$ cat src/rtl/fifo_stream_adapter.sv
// Read-side adapter for the synchronous FIFO: issues r_en, absorbs the one-cycle
// read latency and re-presents words as a registered valid/ready stream.
module fifo_stream_adapter #(
  parameter int DATA_WIDTH  = 8,
  parameter int COUNT_WIDTH = 16
) (
  input  logic                   clk,
  input  logic                   rst_n,
  input  logic                   fifo_empty,
  output logic                   fifo_r_en,
  input  logic [DATA_WIDTH-1:0]  fifo_data,
  input  logic                   flush,
  output logic                   m_valid,
  input  logic                   m_ready,
  output logic [DATA_WIDTH-1:0]  m_data,
  output logic [COUNT_WIDTH-1:0] xfer_count
);

  localparam logic [COUNT_WIDTH-1:0] XFER_ONE = {{(COUNT_WIDTH-1){1'b0}}, 1'b1};

  logic [DATA_WIDTH-1:0]  buf0;
  logic [DATA_WIDTH-1:0]  buf1;
  logic [1:0]             count;
  logic                   inflight;
  logic                   valid_q;
  logic [COUNT_WIDTH-1:0] xfer_q;

  logic       pop;
  logic       arrive;
  logic       room;
  logic       issue;
  logic [1:0] count_next;
  logic [1:0] slot;

  assign pop    = valid_q && m_ready;
  assign arrive = inflight && !flush;

  // The pop term lets a read be reissued in the same cycle a full buffer drains,
  // so backpressure release costs no bubble.
  assign room      = (({1'b0, count} + {2'b00, inflight}) < 3'd2);
  assign fifo_r_en = rst_n && !flush && !fifo_empty && (room || pop);
  assign issue     = fifo_r_en && !fifo_empty;

  always_comb begin
    count_next = count + {1'b0, arrive} - {1'b0, pop};
    slot       = count - {1'b0, pop};
  end

  always_ff @(posedge clk or negedge rst_n) begin
    if (!rst_n) begin
      buf0     <= '0;
      buf1     <= '0;
      count    <= 2'd0;
      inflight <= 1'b0;
      valid_q  <= 1'b0;
      xfer_q   <= '0;
    end else begin
      if (pop)
        xfer_q <= xfer_q + XFER_ONE;
      inflight <= issue;
      if (flush) begin
        count   <= 2'd0;
        valid_q <= 1'b0;
      end else begin
        count   <= count_next;
        valid_q <= (count_next != 2'd0);
        if (pop)
          buf0 <= buf1;
        // The arriving word lands behind whatever survives this cycle's pop.
        if (arrive && (slot == 2'd0))
          buf0 <= fifo_data;
        if (arrive && (slot == 2'd1))
          buf1 <= fifo_data;
      end
    end
  end

  assign m_valid    = valid_q;
  assign m_data     = buf0;
  assign xfer_count = xfer_q;

endmodule

$ cat config.mk
export PLATFORM = sky130hd
export DESIGN_NAME = fifo_stream_adapter
export DESIGN_NICKNAME = d
export VERILOG_FILES = /design/src/rtl/fifo_stream_adapter.sv
export SDC_FILE = /design/constraint.sdc
export NUM_CORES = 1
export LEC_CHECK = 0
export BUFFER_PORTS_ARGS = -buffer_cell sky130_fd_sc_hd__buf_2
export CAP_MARGIN = 5
export CORE_MARGIN = 4
export CORE_UTILIZATION = 32
export DETAILED_ROUTE_END_ITERATION = 12
export GPL_ROUTABILITY_DRIVEN = 0
export HOLD_SLACK_MARGIN = 0.06
export PLACE_DENSITY = 0.57
export SLEW_MARGIN = 20
export SYNTH_ARGS = -nofsm -noshare
export SYNTH_HDL_FRONTEND = slang
export SYNTH_SLANG_ARGS = --single-unit
$ cat constraint.sdc
create_clock -name clk -period 4.8 [get_ports clk]
set_clock_uncertainty 0.05 [all_clocks]
set_input_delay 0.96 -clock clk [delete_from_list [all_inputs] [get_ports clk]]
set_output_delay 0.96 -clock clk [all_outputs]
set_load 0.02 [all_outputs]
==> summary.md <==
| Metric | Value |
|---|---|
| CTS tree | `yes` |
| Global-route wire length before repair | `5789 µm` |
| Setup Buffers After CTS | `0` |
| Fraction of registers with async set or reset after synthesis | `100.0%` |
| # nets final | `198` |
| Initial core utilization | `33.92%` |
| Post-DP HPWL | `2477 µm` |
| Clk pin slew, worst setup/hold paths | `0.07 ns` |
| PD cells | `511.9 mW/mm²` |
| Site Rows | `25` |
| Antenna cell count | `0` |
| GRT Util Overall | `11.91%` |
| Number of global-route vias before repair | `1230` |
| Starting DRT DRC Count | `26` |
| Gate Count Post-Synth | `138` |
| Die Area | `0.006388 mm²` |
| H-tree depth | `2` |
| Fin crit share | `61.48%` |
| Avg Cell Area, Syn | `12.00 µm²` |
| Synth warn | `0` |
| Final setup viols | `0` |
| Area leader, netlist | `dfrtp_1` |
| Post-Syn Nets | `153` |
| Top cells by area, synth | `dfrtp_1, xnor2_1, mux2_2` |
| Peak Freq | `0.3389 GHz` |
| Post-CTS Hold Buffers | `0` |
| Status | `finished, final reports clean` |
| Drt drc | `0` |
| Later-pin clock latency in the skew report | `0.29 ns` |
| Post-synthesis cell type count | `31` |
| P_leak | `1.031 nW` |
| Rel. slew slack | `63.38%` |
| Initial antenna violation count | `0` |
| Critical Path Sink Type | `primary output` |
| Worst-margin pin slew | `0.5443 ns` |
| Core Footprint | `0.004880 mm²` |
| CTS Sinks | `36` |
| Commonest cells after routing, fill and taps aside | `buf_2, dfrtp_1, nor2_1` |
| Resized cells post-CTS | `0` |
| DRT antenna net count | `0` |
| Layout area overhead | `23.05%` |
| Share of layout cells above drive strength 1 | `34.78%` |
| Drt wl/cell | `13.33 µm` |
| CP Data Arrival Time | `1.94 ns` |
| Tmin final | `2.951 ns` |
| Startpoint types | `primary input` |
| CTS buffer count | `5` |
| Crit path max fanout | `38` |
| RSZ-0062 raised after global routing | `no` |
| Post-Syn Area | `0.001655 mm²` |
| Die Width | `79.93 µm` |
| Final setup TNS | `0 ns` |
| Total power | `1.043 mW` |
| Synth Flop Type | `dfrtp_1` |
| Vias/cell | `4.685` |
| Routed WL | `3345 µm` |
| Fin. Hold Viols | `0` |
| Die H | `79.93 µm` |
| Port Buf Inserts | `38` |
| Pre-Repair DR Iteration Count | `3` |
| Root Buffer | `clkbuf_8` |
| Crit Path Class | `in2out` |
| Req. time, crit path | `3.79 ns` |
| Number of synthesized register bits | `36` |
| IO Pins | `39` |
| Max VDD drop | `0.2228 mV` |
| Largest net degree at the start of global routing | `39` |
| Slew Viols, Final | `0` |
| Clock Tree Buf Depth | `2` |
| Top-area cell type share of the netlist area | `54.42%` |
| Post-synth EDFFs | `0` |
| Via count | `1176` |
| Most common cell after layout, fill and taps aside | `buf_2` |
| Max-cap violation count | `0` |
| Hold Path Class | `reg2reg` |
| Seq/Total Area, Yosys | `54.42%` |
| GRT Residual Overflow | `0` |
[per-layer routing]
layer | wire length [µm] | part of all wire, % | global-route usage (%) | up-vias
met4 | 74 | 2.2 | 6.757 | 0
li1 | - | - | - | 574
met5 | 0 | 0 | 0 | -
met2 | 1625 | 49 | 19.12 | 30
met1 | 1431 | 43 | 13.89 | 565
met3 | 213 | 6.4 | 3.837 | 7
[cell type report]
| class | count | area, µm² |
|---|---|---|
| Fill cell | 469 | 2843 |
| Sequential cell | 36 | 900.9 |
| Multi-Input combinational cell | 99 | 735.7 |
| Timing Repair Buffer | 39 | 197.7 |
| Tap cell | 67 | 83.83 |
| Clock buffer | 5 | 68.82 |
| Clock inverter | 3 | 42.54 |
| Inverter | 2 | 7.507 |
[worst max-delay path, stage by stage]
cell and delay [ns]:
buf_2 0.08, buf_4 0.39, nor4b_1 0.28, buf_2 0.21
[report_power, final]
part           internal (mW)  total, mW  switching [mW]
registers              0.391      0.461          0.0696
logic                  0.131      0.318           0.188
clock network          0.154      0.264           0.110
total                  0.675       1.04           0.368
[final timing paths]
check | from | endpoint | slack [ns] | cells past startpoint
setup / recovery | rst_n | fifo_r_en | 1.85 | 4
hold / removal | xfer_count[15] | xfer_count[15] | 0.41 | 1
setup reg to reg | xfer_count[0] | xfer_count[12] | 3.11 | 5
hold reg to reg | xfer_count[15] | xfer_count[15] | 0.41 | 1
max in group asynchronous | rst_n | m_data[6] | 3.71 | 2
min in group asynchronous | rst_n | xfer_count[11] | 0.65 | 2
[synth_stat cells, types with 2 or more instances]
| cell | number |
|---|---|
| and3_1 | 2 |
| a21oi_1 | 10 |
| mux2i_1 | 8 |
| and4_1 | 2 |
| nand2_1 | 9 |
| nor2_1 | 15 |
| mux2_2 | 8 |
| inv_1 | 2 |
| nand4_1 | 6 |
| dfrtp_1 | 36 |
| xor2_1 | 5 |
| nand3_1 | 2 |
| xnor2_1 | 13 |
| nor4b_1 | 2 |
| ha_1 | 2 |
[flip-flops by register name, summed over array words and instances (netlist names)]
signal	flops
inflight	1
m_valid	1
xfer_count	16
buf1	8
m_data	8
count	2
[cell families after synthesis]
family / count (synthesis) / share of synthesized area [%]
AO/OA/AOI/OAI: 14 / 6.728
buffers and inverters: 3 / 1.134
multiplexers: 16 / 10.28
adder cells (fa/ha/maj): 2 / 1.511
AND/OR/NAND/NOR: 49 / 16.40
flip-flops: 36 / 54.42
XOR/XNOR: 18 / 9.524
[stage by stage]
stage	worst slack, ns	area (µm²)	utilization [%]	hold slack, ns	cells
floorplan	1.855	1655	-	0.4291	138
global placement	1.859	1926	39.46	0.4018	243
detailed placement	1.809	1926	39.46	0.4047	243
CTS	1.796	2037	41.74	0.4191	251
global route	1.670	2037	41.74	0.4465	251
finish	1.849	2037	41.74	0.4149	251
No activity file was read; power rests on OpenSTA's default activity.
